$ cat config.mk
export PLATFORM = sky130hd
export DESIGN_NAME = addr_share_arbiter
export DESIGN_NICKNAME = d
export VERILOG_FILES = /design/src/rtl/addr_share_arbiter.sv
export SDC_FILE = /design/constraint.sdc
export NUM_CORES = 1
export LEC_CHECK = 0
export ABC_AREA = 1
export CORE_ASPECT_RATIO = 0.75
export CORE_MARGIN = 2
export CORE_UTILIZATION = 46
export DETAILED_ROUTE_END_ITERATION = 10
export GPL_TIMING_DRIVEN = 0
export PLACE_DENSITY = 0.86
export SETUP_SLACK_MARGIN = 0.15
export SLEW_MARGIN = 20
export SYNTH_ARGS = -nofsm -noshare
export SYNTH_HDL_FRONTEND = slang
export SYNTH_SLANG_ARGS = --single-unit
$ cat constraint.sdc
create_clock -name clk -period 7.8 [get_ports clk]
set_clock_uncertainty 0.1 [all_clocks]
set_input_delay 2.34 -clock clk [delete_from_list [all_inputs] [get_ports clk]]
set_output_delay 2.34 -clock clk [all_outputs]
set_load 0.02 [all_outputs]
$ cat src/rtl/addr_share_arbiter.sv
// addr_share_arbiter: round-robin sequencer sharing one registered 8-bit adder among NUM_REQ requesters
module addr_share_arbiter #(
    parameter int NUM_REQ = 4,
    parameter int ID_W    = 2,
    parameter int TIMEOUT = 15
) (
    input  logic                 clk,
    input  logic                 reset,
    input  logic [NUM_REQ-1:0]   req_valid,
    input  logic [NUM_REQ*8-1:0] req_a,
    input  logic [NUM_REQ*8-1:0] req_b,
    output logic [NUM_REQ-1:0]   req_ready,
    output logic [7:0]           add_a,
    output logic [7:0]           add_b,
    output logic                 add_val,
    input  logic [7:0]           add_sum,
    input  logic                 add_carry,
    input  logic                 add_ready,
    output logic                 rsp_valid,
    output logic [ID_W-1:0]      rsp_id,
    output logic [7:0]           rsp_sum,
    output logic                 rsp_carry,
    output logic                 rsp_err,
    input  logic                 rsp_ack,
    output logic                 busy
);
    typedef enum logic [1:0] {IDLE, ISSUE, WAIT, RESP} state_t;
    state_t state, state_nxt;
    logic [ID_W-1:0]    last_grant, cur_id, grant, off;
    logic [ID_W+1:0]    pos;
    logic [NUM_REQ-1:0] rot;
    logic [7:0]         wait_cnt;
    logic               any_req, expired;
    // rotate so bit 0 is the requester just after last_grant; lowest set bit wins
    assign rot = NUM_REQ'({req_valid, req_valid} >> ({1'b0, last_grant} + (ID_W+1)'(1)));
    always_comb begin
        off = '0;
        for (int i = NUM_REQ - 1; i >= 0; i--)
            if (rot[i]) off = ID_W'(i);
    end
    assign pos       = (ID_W+2)'(last_grant) + (ID_W+2)'(off) + (ID_W+2)'(1);
    assign grant     = ID_W'(pos >= (ID_W+2)'(NUM_REQ) ? pos - (ID_W+2)'(NUM_REQ) : pos);
    assign any_req   = |req_valid;
    assign expired   = wait_cnt == 8'(TIMEOUT - 1);
    assign req_ready = (state == IDLE && any_req && !reset) ? NUM_REQ'(1) << grant : '0;
    assign busy      = state != IDLE;
    always_ff @(posedge clk or posedge reset) begin
        if (reset) state <= IDLE;
        else       state <= state_nxt;
    end
    always_comb begin
        state_nxt = state;
        case (state)
            IDLE:    state_nxt = any_req ? ISSUE : IDLE;
            ISSUE:   state_nxt = WAIT;
            WAIT:    state_nxt = (add_ready || expired) ? RESP : WAIT;
            RESP:    state_nxt = rsp_ack ? IDLE : RESP;
            default: state_nxt = IDLE;
        endcase
    end
    always_ff @(posedge clk or posedge reset) begin
        if (reset) begin
            add_a      <= '0;
            add_b      <= '0;
            add_val    <= 1'b0;
            cur_id     <= '0;
            last_grant <= ID_W'(NUM_REQ - 1);
            wait_cnt   <= '0;
            rsp_valid  <= 1'b0;
            rsp_id     <= '0;
            rsp_sum    <= '0;
            rsp_carry  <= 1'b0;
            rsp_err    <= 1'b0;
        end else begin
            case (state)
                IDLE: if (any_req) begin
                    add_a      <= req_a[{grant, 3'b000} +: 8];
                    add_b      <= req_b[{grant, 3'b000} +: 8];
                    add_val    <= 1'b1;
                    cur_id     <= grant;
                    last_grant <= grant;
                end
                ISSUE: begin
                    add_val  <= 1'b0;
                    wait_cnt <= '0;
                end
                WAIT: if (add_ready || expired) begin
                    rsp_sum   <= add_ready ? add_sum : 8'd0;
                    rsp_carry <= add_ready & add_carry;
                    rsp_err   <= !add_ready;
                    rsp_id    <= cur_id;
                    rsp_valid <= 1'b1;
                end else begin
                    wait_cnt <= wait_cnt + 8'd1;
                end
                RESP: if (rsp_ack) rsp_valid <= 1'b0;
                default: ;
            endcase
        end
    end
endmodule

==> results.json, run 1 <==
{
  "rsz0062_at_grt": "no",
  "tns_ns": 0,
  "ir_drop_v": 0.0002597,
  "area_delta_synth_final_pct": 51.07,
  "worstSetupPathType": "input port to output pin",
  "final_core_util_pct": 71.70,
  "grt_max_degree": 34,
  "antenna_found_initial": 0,
  "drv_slew": 0,
  "cp_common_cell": "nand2_1",
  "path_cells": "clkdlybuf4s50_1 -> nand2_1 -> nand3_1 -> nand2_1 -> nand3_1 -> nand2_1 -> nand2_1 -> ha_1 -> xnor2_2 -> inv_1 -> nand2_8 -> nand2_8 -> inv_1 -> nand2_1 -> nor2_1 -> clkdlybuf4s50_1",
  "initial_core_util_pct": 47.46,
  "track_usage_pct": 23.58,
  "fin_nets": 527,
  "final_area_mm2": 0.004134,
  "num_rows": 24,
  "synth_edf_count": 0,
  "hpwl_um": 5906,
  "worstReg2RegEnd": "add_a[7]",
  "r2r_slack_ns": 5.09,
  "syn_avg_cell_area_um2": 8.578,
  "ys_ff_latch": 44,
  "power_density_mw_per_mm2": 489.3,
  "clockBufferDepth": 2,
  "syn-instance-count": 319,
  "synth-main-ff-cell": "dfrtp_1",
  "setup_viol": 0,
  "fp.coreArea_mm2": 0.005766,
  "port_buffers": 115,
  "fill_cells": 448,
  "hold_buffers": 0,
  "cts-buffers-inserted": 5,
  "clkSinkCount": 44,
  "gp_congestion": 0.9074,
  "period_minus_slack_ns": 7.521,
  "crit_path_end": "req_ready[2]",
  "slowest_stage": "clkdlybuf4s50_1",
  "cp.buffers_inverters": 4,
  "worstSetupEndpointType": "output pin",
  "max_slew.worst_pin.slew_ns": 0.4582,
  "path_depth": 16,
  "yosys-top-cells-area": "dfrtp_1 (38%), mux2i_1 (12%), nand2_1 (11%)",
  "min_path_type": "register to register",
  "hold_viol": 0,
  "pre_cts_slack_ns": 0.2273,
  "die_x_um": 93.06,
  "synth_warnings": 0,
  "crit_start": "req_valid[0]",
  "place_area_mm2": 0.004005,
  "seqCellArea_mm2": 0.001104,
  "firstDrtPassIters": 4,
  "cts_tree": "done",
  "post_cts_buffers": 0,
  "fmaxAchievable_mhz": 133.0,
  "antennaDiodeCount": 0,
  "status": "completed",
  "yosysTopAreaCell": "dfrtp_1",
  "vias": 2643,
  "cap_violations": 0,
  "setup_ws_ns": 0.2787,
  "ant_nets": 0,
  "reg2reg_depth": 14,
  "htreeDepth": 2,
  "drtIter0Drc": 125,
  "yosysTopAreaCellShare_pct": 38.41,
  "p_leak_nw": 1.938,
  "cpPeakStageDelay_ns": 0.62,
  "multi_input_area_mm2": 0.001440,
  "final.period_utilization_pct": 96.43,
  "power.total_w": 0.002023,
  "grt_pass1_vias": 2564,
  "die_area_mm2": 0.006588,
  "yosysMostFrequentCell": "nand2_1",
  "routed_via_density": 5.073,
  "yosysSeqAreaShare_pct": 40.33,
  "cp.arrival_ns": 5.08,
  "worstReg2RegStart": "last_grant[0]",
  "slew_headroom_pct": 69.45,
  "synth_commonest_cells": "nand2_1 (81), nand3_1 (44), dfrtp_1 (42)",
  "worst-path-max-fanout": 9,
  "wl_per_cell_um": 14.51,
  "die_h_um": 70.80,
  "post_route_cells_drive_above_1_share_pct": 13.77,
  "overflow": 0,
  "clk_latency_ns": 0.31,
  "async_flop_share_pct": 100.0,
  "grt_pass1_wl_um": 12400,
  "drcViolationCount": 0,
  "yosysUniqueCellTypes": 34,
  "worstPathRequired_ns": 5.36,
  "cts_root_buffer": "clkbuf_8",
  "cp-start-kind": "input port",
  "syn_nets": 404,
  "crit_family": "buffers and inverters",
  "wl_um": 7561,
  "num_io_pins": 116,
  "clkTransAtPathRegs_ns": 0.09,
  "syn_area_mm2": 0.002736
}
## cell families (layout without fill, tap and decap cells)
group / after synthesis / count (layout) / share of synthesized area [%]
muxes: 32 / 32 / 11.71
adders and majority gates: 4 / 4 / 1.829
AOI/OAI and AO/OA: 20 / 20 / 4.710
xor gates and xnor gates: 5 / 5 / 1.601
buffers and inverters: 39 / 163 / 7.315
DFF: 44 / 44 / 40.33
and+or+nand+nor: 175 / 175 / 32.51
## state kept, by name, indices dropped and copies added (netlist names)
name and flops:
add_a 8, wait_cnt 8, add_val 1, rsp_sum 8, add_b 8, rsp_err 1, state 2, rsp_id 2
cur_id 2, rsp_carry 1, rsp_valid 1, last_grant 2
## what timing repair did
item	CTS	global route
endpoints found under the setup margin	0	3
endpoints found under the hold margin	0	0
gates resized for setup	0	3
## layout make-up
| class | instances | area share (%) |
|---|---|---|
| multi-input cells | 236 | 34.84 |
| repair buffers | 116 | 28.45 |
| flip-flops and latches | 44 | 26.69 |
| plain buffers | 13 | 2.452 |
| inverters | 26 | 2.391 |
| well taps | 78 | 2.361 |
| clock buffers | 5 | 1.665 |
| clock inverters | 3 | 1.150 |
## routing by layer
| layer | part of all wire [%] | track usage, % |
|---|---|---|
| met2 | 48 | 39.05 |
| met5 | 0 | 0 |
| met4 | 1.0 | 6.373 |
| met1 | 43 | 30.80 |
| met3 | 7.7 | 6.390 |
## layout by cell type, fill, tap and decap left out, types with 4 or more instances in the layout
cell	synthesis	layout
clkbuf_1	4	4
mux2i_1	32	32
clkdlybuf4s50_1	0	113
nand2_2	21	21
nand3_1	44	44
inv_1	22	21
clkbuf_8	1	6
nor3_1	5	5
nand3_2	9	9
o21ai_0	10	10
nor2_1	9	9
ha_1	4	4
o22ai_1	4	4
nand2_1	81	81
dfrtp_1	42	42
## worst register-to-register path: stages, from the launching register on
cell	delay (ns)
dfstp_2	0.59
inv_2	0.09
nand2_1	0.09
nand3_1	0.07
nand2_1	0.12
nand3_1	0.10
nand2_1	0.08
nand2_1	0.07
ha_1	0.28
buf_2	0.19
buf_2	0.33
mux2i_1	0.25
nand3_1	0.12
nand3_2	0.09
nand2_2	0.04
## where the power goes
group          total, W  switching [W]  internal [W]
combinational   0.00144       0.000826      0.000616
clock          0.000181      0.0000843     0.0000965
sequential     0.000399      0.0000649      0.000334
total           0.00202       0.000976       0.00105
## through the flow
stage          hold slack [ns]  instances
6_report                0.3793        521
5_1_grt                 0.4085        521
4_1_cts                 0.3800        521
3_5_place_dp            0.3570        513
3_3_place_gp            0.3554        512
2_1_floorplan           0.3638        319
## worst min path at each step
stage,startpoint,to,slack (ns),cells after the start
2_1_floorplan,wait_cnt[5],wait_cnt[5],0.36,1
3_3_place_gp,rsp_sum[7],rsp_sum[7],0.36,2
3_5_place_dp,rsp_sum[0],rsp_sum[0],0.36,2
4_1_cts,rsp_sum[0],rsp_sum[0],0.38,2
5_1_grt,add_b[5],add_b[5],0.41,2
6_report,rsp_sum[0],rsp_sum[0],0.38,2
(Power assumes the default switching activity.)
==> inputs of run 2 (changes only) <==
--- a/config.mk
+++ b/config.mk
@@ -8,10 +8,10 @@
 export ABC_AREA = 1
 export CORE_ASPECT_RATIO = 0.75
 export CORE_MARGIN = 2
-export CORE_UTILIZATION = 46
+export CORE_UTILIZATION = 39
 export DETAILED_ROUTE_END_ITERATION = 10
 export GPL_TIMING_DRIVEN = 0
-export PLACE_DENSITY = 0.86
+export PLACE_DENSITY = 0.74
 export SETUP_SLACK_MARGIN = 0.15
 export SLEW_MARGIN = 20
 export SYNTH_ARGS = -nofsm -noshare
==> run 2 against run 1 <==
Effect of this change:
- register-to-register slack improved by 0.09 ns
- clock-buffer cell count unchanged
- fmax increased by 0.77%
- routed wire length down 4.2%
- hold slack lost 0.0019 ns
- first-iteration DRC count is 28% lower
- critical path type unchanged
- largest power group unchanged
==> results.json, run 2 (same netlist as run 1, synthesis figures left out) <==
{
  "power_density_mw_per_mm2": 486.4,
  "layout_common_cells": "clkdlybuf4s50_1 (113), nand2_1 (81), nand3_1 (44), dfrtp_1 (42), mux2i_1 (32)",
  "die_x_um": 100.7,
  "htreeDepth": 2,
  "gp_congestion": 0.8668,
  "crit_start": "req_valid[2]",
  "fill_cells": 602,
  "cts_root_buffer": "clkbuf_8",
  "cp-start-kind": "input port",
  "firstDrtPassIters": 4,
  "wl_per_cell_um": 13.74,
  "num_io_pins": 116,
  "clk_latency_ns": 0.31,
  "ir_drop_v": 0.0002297,
  "maxUsedRoutingLayer": "met4",
  "antennaDiodeCount": 0,
  "wl_met1_um": 3377,
  "wl_met2_um": 3203,
  "worstSetupPathType": "input port to output pin",
  "worstReg2RegStart": "last_grant[0]",
  "hold_buffers": 0,
  "final_common_cell": "clkdlybuf4s50_1",
  "grt_pass1_vias": 2563,
  "fin_nets": 527,
  "post_route_cells_drive_above_1_share_pct": 13.77,
  "max_slew.worst_pin.slew_ns": 0.4852,
  "worstPathRequired_ns": 5.36,
  "cts_tree": "done",
  "cts-buffers-inserted": 5,
  "drtIter0Drc": 90,
  "hpwl_um": 5817,
  "fmaxAchievable_mhz": 134.0,
  "overflow": 0,
  "slew_headroom_pct": 67.65,
  "worst-path-max-fanout": 10,
  "routed-wl-met3_um": 578,
  "cap_violations": 0,
  "clkTransAtPathRegs_ns": 0.09,
  "routed_via_density": 4.869,
  "rsz0062_at_grt": "no",
  "final.period_utilization_pct": 95.69,
  "die_area_mm2": 0.007709,
  "min_path_type": "register to register",
  "antenna_found_initial": 0,
  "port_buffers": 115,
  "grt_pass1_wl_um": 12190,
  "wl_um": 7242,
  "grt_max_degree": 35,
  "multi_input_area_mm2": 0.001440,
  "setup_viol": 0,
  "track_usage_pct": 19.79,
  "p_leak_nw": 1.938,
  "clkSinkCount": 44,
  "crit_path_end": "req_ready[3]",
  "seqCellArea_mm2": 0.001104,
  "num_rows": 26,
  "clockBufferDepth": 2,
  "reg2reg_depth": 14,
  "vias": 2566,
  "cp.arrival_ns": 5.02,
  "worstSetupEndpointType": "output pin",
  "post_cts_buffers": 0,
  "fp.coreArea_mm2": 0.006799,
  "drcViolationCount": 0,
  "final_cells": 527,
  "period_minus_slack_ns": 7.464,
  "hold_viol": 0,
  "dp_cells": 519,
  "tns_ns": 0,
  "area_delta_synth_final_pct": 51.35,
  "ant_nets": 0,
  "die_h_um": 76.54,
  "cts_resized": 0,
  "worstReg2RegEnd": "add_a[6]",
  "r2r_slack_ns": 5.18,
  "initial_core_util_pct": 40.25,
  "drv_slew": 0,
  "status": "completed"
}
## run 2: metrics by stage
step | hold WS, ns | worst slack, ns | cell area, um^2 | util, % | total power, W
after floorplan | 0.3638 | 1.258 | 2736 | - | 0.001420
after global placement | 0.3547 | 0.09617 | 3993 | 58.72 | 0.001807
after detailed placement | 0.3606 | 0.2420 | 4013 | 59.02 | 0.001838
after CTS | 0.3838 | 0.2052 | 4129 | 60.73 | 0.002025
after global routing | 0.4065 | 0.1834 | 4141 | 60.91 | 0.002181
final | 0.3774 | 0.3360 | 4141 | 60.91 | 0.002015
## run 2: how the worst min path moves through the flow
stage | cells past startpoint | to | startpoint
finish | 2 | rsp_sum[5] | rsp_sum[5]
global route | 2 | rsp_sum[1] | rsp_sum[1]
CTS | 2 | rsp_sum[3] | rsp_sum[3]
detailed placement | 2 | rsp_sum[3] | rsp_sum[3]
global placement | 2 | rsp_sum[1] | rsp_sum[1]
floorplan | 1 | wait_cnt[5] | wait_cnt[5]
## run 2: per-layer routing
| layer | track usage, % | vias to the layer above |
|---|---|---|
| li1 | - | 1297 |
| met1 | 27.39 | 1171 |
| met2 | 30.33 | 87 |
| met3 | 6.055 | 11 |
| met4 | 4.521 | 0 |
| met5 | 0 | - |
## run 2: critical path, stage by stage
cell and delay (ns):
clkdlybuf4s50_1 0.47, nand2_1 0.13, nand3_1 0.08, nand2_1 0.11
nand3_1 0.07, nand2_1 0.06, nand2_1 0.06, ha_1 0.22
xnor2_2 0.23, inv_1 0.15, nand2_8 0.14, nand2_8 0.08
buf_12 0.16, nor3_2 0.10, clkdlybuf4s50_1 0.62
## run 2: where the power goes
part | leakage [nW] | switching (W) | total [W] | internal (W)
combinational | 1.33 | 0.000821 | 0.00144 | 0.000616
sequential | 0.548 | 0.0000633 | 0.000398 | 0.000334
clock | 0.0583 | 0.0000833 | 0.000180 | 0.0000965
## run 2: area by class of cell
| class | count | share of cell area, % |
|---|---|---|
| Inverter | 26 | 2.387 |
| Multi-Input combinational cell | 236 | 34.77 |
| Tap cell | 84 | 2.538 |
| Clock buffer | 5 | 1.662 |
| Sequential cell | 44 | 26.65 |
| Buffer | 13 | 2.447 |
| Clock inverter | 3 | 1.148 |
| Timing Repair Buffer | 116 | 28.40 |
==> variant 1 (flow settings as in run 2) <==
Re-encode `state_t` (4 states) as one-hot, 4 bits wide.
--- a/src/rtl/addr_share_arbiter.sv
+++ b/src/rtl/addr_share_arbiter.sv
@@ -24,7 +24,7 @@
     input  logic                 rsp_ack,
     output logic                 busy
 );
-    typedef enum logic [1:0] {IDLE, ISSUE, WAIT, RESP} state_t;
+    typedef enum logic [3:0] {IDLE = 4'b0001, ISSUE = 4'b0010, WAIT = 4'b0100, RESP = 4'b1000} state_t;
     state_t state, state_nxt;
     logic [ID_W-1:0]    last_grant, cur_id, grant, off;
     logic [ID_W+1:0]    pos;
Check against the original RTL: no difference found for any inputs over 10 cycles, from zero or initial values and one cycle with reset high; not proved beyond that.
==> variant 1 against run 2 <==
- cell count increased by 8.0%
- critical path depth did not move
- cell area is 4.4% higher
- area after synthesis increased by 5.0%
- power up 2.7%
- utilization is 1.1 points lower
- maximum frequency is 0.11% higher
- routed wire length is 4.6% higher
- non-clock buffer count grew 1
- sequential power is 4% higher
- worst setup slack better by 0.0085 ns
- sequential cell count rose by 2
- critical path type unchanged
==> variant 1: results (changes against run 2) <==
Detailed routing
- 4.80 — via density per instance, was 4.87
- 622 um — amount of wire on met3 after detailed routing, was 578 um
- 3420 um — met2 wire length, was 3200 um
- 13.3 um — drt wl/cell, was 13.7 um
- 7580 um — overall routed net length, was 7240 um
- 5 — number of search-and-repair iterations in the first detailed-routing pass, was 4

Global route
- 20.4% — overall track demand over capacity in global routing, was 19.8%
- 12800 um — global-route wire length before repair, was 12200 um
- 2724 — via count of the first global-routing pass, was 2563
- 29 — largest net degree at the start of global routing, was 35

Synthesis
- 429 — number of nets produced by synthesis, was 404
- 2.40% — xor and xnor area share after synthesis, was 1.60%
- sky130_fd_sc_hd__dfrtp_1 37%, sky130_fd_sc_hd__nand2_1 13%, sky130_fd_sc_hd__mux2i_1 11% — ranking of synthesized cells by area, was sky130_fd_sc_hd__dfrtp_1 38%, sky130_fd_sc_hd__mux2i_1 12%, sky130_fd_sc_hd__nand2_1 11%
- 40.2% — sequential cell area fraction in the yosys report, was 40.3%
- 8.35 um^2 — average cell area after synthesis, was 8.58 um^2
- 11.1% — mux cell area share after synthesis, was 11.7%
- 96 x sky130_fd_sc_hd__nand2_1, 54 x sky130_fd_sc_hd__nand3_1, 43 x sky130_fd_sc_hd__dfrtp_1 — list of most frequent post-synthesis cells, was 81 x sky130_fd_sc_hd__nand2_1, 44 x sky130_fd_sc_hd__nand3_1, 42 x sky130_fd_sc_hd__dfrtp_1
- 1.74% — Synth Area in Adders, was 1.83%

Placed design
- 561 — total placed cells including tap cells, was 519
- 4170 um^2 — Post-DP Area, was 4010 um^2
- 6000 um — Post-DP HPWL, was 5820 um
- 0.877 — last weighted congestion value of the routability-driven placer, was 0.867
- 0.119 ns — worst-case setup slack after placement, was 0.242 ns

Layout
- 552 — Layout Nets, was 527
- 658 — number of fillers in the final layout, was 602
- 13.7% — share of post-route cells with drive strength above 1, was 13.8%

Run status
- finished, final reports clean — outcome, unchanged

Power and ir drop
- 0.213 mV — worst voltage drop across the vdd grid, was 0.230 mV
- 1.10 mW — Cell Int Power, was 1.05 mW
- 2.10 nW — leak pwr, was 1.94 nW

Worst setup path
- req_ready[0] — critical path endpoint, was req_ready[3]
- 5.10 ns — worst reg-to-reg setup slack, was 5.18 ns
- 9 — largest driver fanout on the critical path, was 10

STA
- 0.345 ns — crit path setup slack, layout, was 0.336 ns

Worst hold path
- rsp_sum[3] — Hold Crit Start, was rsp_sum[5]
- rsp_sum[3] — Worst Hold Endpoint, was rsp_sum[5]

-- variant 1: per-layer routing --
layer | up-vias | track usage [%]
met3 | 16 | 5.79
met1 | 1246 | 27.2
met5 | - | 0
li1 | 1374 | -
met2 | 98 | 32.0
met4 | 0 | 6.58
-- variant 1: area by class of cell --
| type | count | area [um^2] | area share (%) |
|---|---|---|---|
| flip-flops and latches | 46 | 1150 | 26.7 |
| repair buffers | 116 | 1180 | 27.3 |
| clock inverters | 2 | 60.1 | 1.39 |
| well taps | 101 | 126 | 2.92 |
| plain buffers | 14 | 101 | 2.34 |
| inverters | 24 | 95.1 | 2.20 |
| clock buffers | 6 | 82.6 | 1.91 |
| multi-input cells | 260 | 1530 | 35.3 |
-- variant 1: timing repair --
action                     in CTS  in global routing
setup endpoints to repair       1                  4
cloned                          0                  0
resized for setup               1                  5
-- variant 1: metrics by stage --
step / power, mW / hold WS (ns)
finish: 2.07 / 0.379
global placement: 1.82 / 0.353
detailed placement: 1.86 / 0.359
global route: 2.24 / 0.406
floorplan: 1.44 / 0.383
CTS: 2.09 / 0.381
-- variant 1: critical path, stage by stage --
cell and delay, ns:
sky130_fd_sc_hd__clkdlybuf4s50_1 0.46, sky130_fd_sc_hd__nand2_1 0.12, sky130_fd_sc_hd__nand3_1 0.12, sky130_fd_sc_hd__nand2_2 0.11
sky130_fd_sc_hd__nand3_1 0.07, sky130_fd_sc_hd__nand2_1 0.06, sky130_fd_sc_hd__nand2_1 0.08, sky130_fd_sc_hd__ha_1 0.22
sky130_fd_sc_hd__xor2_2 0.17, sky130_fd_sc_hd__inv_2 0.08, sky130_fd_sc_hd__nand3_4 0.16, sky130_fd_sc_hd__nand2_8 0.16
sky130_fd_sc_hd__inv_2 0.06, sky130_fd_sc_hd__nor3_1 0.13, sky130_fd_sc_hd__clkdlybuf4s50_1 0.66
==> variant 2 (settings of run 2) <==
Made on the original files. Change the parameter `ID_W` from 2 to 3.
--- a/src/rtl/addr_share_arbiter.sv
+++ b/src/rtl/addr_share_arbiter.sv
@@ -1,7 +1,7 @@
 // addr_share_arbiter: round-robin sequencer sharing one registered 8-bit adder among NUM_REQ requesters
 module addr_share_arbiter #(
     parameter int NUM_REQ = 4,
-    parameter int ID_W    = 2,
+    parameter int ID_W    = 3,
     parameter int TIMEOUT = 15
 ) (
     input  logic                 clk,
Ports: changed (resized rsp_id); port bits go from 116 to 117. No check against the original RTL was run, so the function may have changed too.
==> variant 2 against run 2 <==
- register-to-register slack got worse by 0.49 ns
- clock power is 15% lower
- sequential cell count up 2
- worst setup slack got worse by 0.16 ns
- utilization is 0.052 points lower
- power fell by 2.8%
- cell area rose by 0.39%
- worst hold slack better by 0.0078 ns
- via count rose by 11%
- area after synthesis rose by 0.41%
- sequential share of layout area increased by 1.1 points
- routed wire length up 9.6%
- largest cell class unchanged
==> variant 2: results (changes against run 2) <==
Synthesis
- 0% — mux cell area share after synthesis, was 11.7%
- 2.55% — Synth Area in Adders, was 1.83%
- 42.0% — sequential cell area fraction in the yosys report, was 40.3%
- sky130_fd_sc_hd__dfrtp_1 40%, sky130_fd_sc_hd__nand2_1 28%, sky130_fd_sc_hd__nand4_1 3.9% — ranking of synthesized cells by area, was sky130_fd_sc_hd__dfrtp_1 38%, sky130_fd_sc_hd__mux2i_1 12%, sky130_fd_sc_hd__nand2_1 11%
- 205 x sky130_fd_sc_hd__nand2_1, 44 x sky130_fd_sc_hd__dfrtp_1, 24 x sky130_fd_sc_hd__inv_1 — list of most frequent post-synthesis cells, was 81 x sky130_fd_sc_hd__nand2_1, 44 x sky130_fd_sc_hd__nand3_1, 42 x sky130_fd_sc_hd__dfrtp_1
- 0.956% — xor and xnor area share after synthesis, was 1.60%
- 469 — number of nets produced by synthesis, was 404
- 3.01% — Synth Area in Compound Gates, was 4.71%
- 0 — Warnings, synthesis, unchanged
- 29 — number of library cell types mapped by synthesis, was 34

Layout
- 131 — Plain + repair buffers, was 129
- 31.2% — fraction of cell area in non-clock buffers, was 30.8%
- 10.2% — share of post-route cells with drive strength above 1, was 13.8%
- 27.7% — share of cell area taken by flip-flops and latches, was 26.6%
- 597 — Layout Nets, was 527
- 46 — final sequential cell count, was 44
- 5 — final-layout clock buffer total, unchanged
- 1390 um^2 — multi-input gate area in the final layout, was 1440 um^2
- 296 — Multi-input comb cells, was 236
- 607 — number of fillers in the final layout, was 602
- 31 — Non-clk invs, was 26
- 2.23% — proportion of cell area spent on the clock network, was 2.81%

Power and ir drop
- 2.01 nW — leak pwr, was 1.94 nW
- 1.40 mW — reported combinational group power, was 1.44 mW
- 0.407 mW — P_seq, was 0.398 mW
- 71.4% — portion of total power attributed to combinational logic, was 71.3%
- 49.7% — switching power as a share of total power, was 48.0%
- 0.217 mV — worst voltage drop across the vdd grid, was 0.230 mV

Placed design
- 6230 um — Post-DP HPWL, was 5820 um
- 0.836 — last weighted congestion value of the routability-driven placer, was 0.867
- 116 — IO buf count, was 115

Clock network
- 0.10 ns — clock transition at the registers of the reported paths

Global route
- 2770 — via count of the first global-routing pass, was 2563
- 21.4% — overall track demand over capacity in global routing, was 19.8%
- 0 — initial antenna violation count, unchanged
- 13000 um — global-route wire length before repair, was 12200 um
- 29 — largest net degree at the start of global routing, was 35

Worst setup path
- req_valid[3] — Critical Path Source, was req_valid[2]
- last_grant[1] — launch point of the worst reg-to-reg path, was last_grant[0]
- 5.18 ns — arrival time of the worst setup path, was 5.02 ns

Detailed routing
- 6 — number of search-and-repair iterations in the first detailed-routing pass, was 4
- 2857 — total via count in the routed design, was 2566
- 148 — starting DRC count in detailed routing, was 90
- 7940 um — overall routed net length, was 7240 um

Worst hold path
- rsp_valid — Hold Crit Start, was rsp_sum[5]

STA
- 0.488 ns — measured slew at the worst slew-check pin, was 0.485 ns

Run status
- finished, final reports clean — outcome, unchanged

## variant 2: changes by cell type in the layout (fill, tap and decap cells not counted), moves of 5 or more
cell | before | now
sky130_fd_sc_hd__inv_2 | 3 | 8
sky130_fd_sc_hd__nand3_2 | 9 | 0
sky130_fd_sc_hd__nand4_1 | 1 | 17
sky130_fd_sc_hd__mux2i_1 | 32 | 0
sky130_fd_sc_hd__nand3_1 | 44 | 21
sky130_fd_sc_hd__nor2_4 | 0 | 5
sky130_fd_sc_hd__nand2_1 | 81 | 205
sky130_fd_sc_hd__nand2_2 | 21 | 3
## variant 2: worst max-delay path, stage by stage
cell	delay, ns
sky130_fd_sc_hd__clkdlybuf4s50_1	0.54
sky130_fd_sc_hd__nand2_1	0.07
sky130_fd_sc_hd__o21ai_1	0.11
sky130_fd_sc_hd__nand2_1	0.07
sky130_fd_sc_hd__nand2_1	0.11
sky130_fd_sc_hd__nand2_1	0.06
sky130_fd_sc_hd__nand2_1	0.06
sky130_fd_sc_hd__nand2_1	0.05
sky130_fd_sc_hd__ha_1	0.22
sky130_fd_sc_hd__fa_2	0.67
sky130_fd_sc_hd__inv_2	0.07
sky130_fd_sc_hd__nor2_4	0.14
sky130_fd_sc_hd__buf_6	0.16
sky130_fd_sc_hd__nor3b_1	0.19
sky130_fd_sc_hd__clkdlybuf4s15_2	0.30
## variant 2: repair_timing
item / 4_1_cts / 5_1_grt
resized for setup: 9 / 4
setup buffers: 0 / 4
setup endpoints to repair: 4 / 3
hold buffers: 0 / 0
pin swaps: 0 / 3
## variant 2: layer usage
| layer | up-vias | share of wire [%] | global-route usage [%] |
|---|---|---|---|
| li1 | 1451 | - | - |
| met3 | 9 | 5.3 | 4.65 |
| met2 | 86 | 47 | 33.7 |
| met4 | 0 | 1.2 | 6.35 |
| met1 | 1311 | 47 | 29.4 |
| met5 | - | 0 | 0 |
## variant 2: through the flow
step           worst slack [ns]  std cells  TNS, ns  instance area (um^2)  hold WS (ns)
2_1_floorplan             0.761        383        0                  2750         0.354
3_3_place_gp             -0.289        583   -0.791                  4010         0.354
3_5_place_dp             -0.342        584   -0.831                  4030         0.364
4_1_cts                  0.0583        592        0                  4130         0.388
5_1_grt                  0.0497        596        0                  4160         0.408
6_report                  0.179        596        0                  4160         0.385
## variant 2: final timing paths
check | end | slack (ns) | cells after the start
worst max-delay path | req_ready[1] | 0.18 | 15
worst min-delay path | rsp_valid | 0.39 | 2
worst max register to register | add_a[4] | 4.69 | 17
worst min register to register | rsp_valid | 0.39 | 2
max in group asynchronous | add_a[2] | 4.80 | 3
min in group asynchronous | add_b[1] | 2.28 | 2
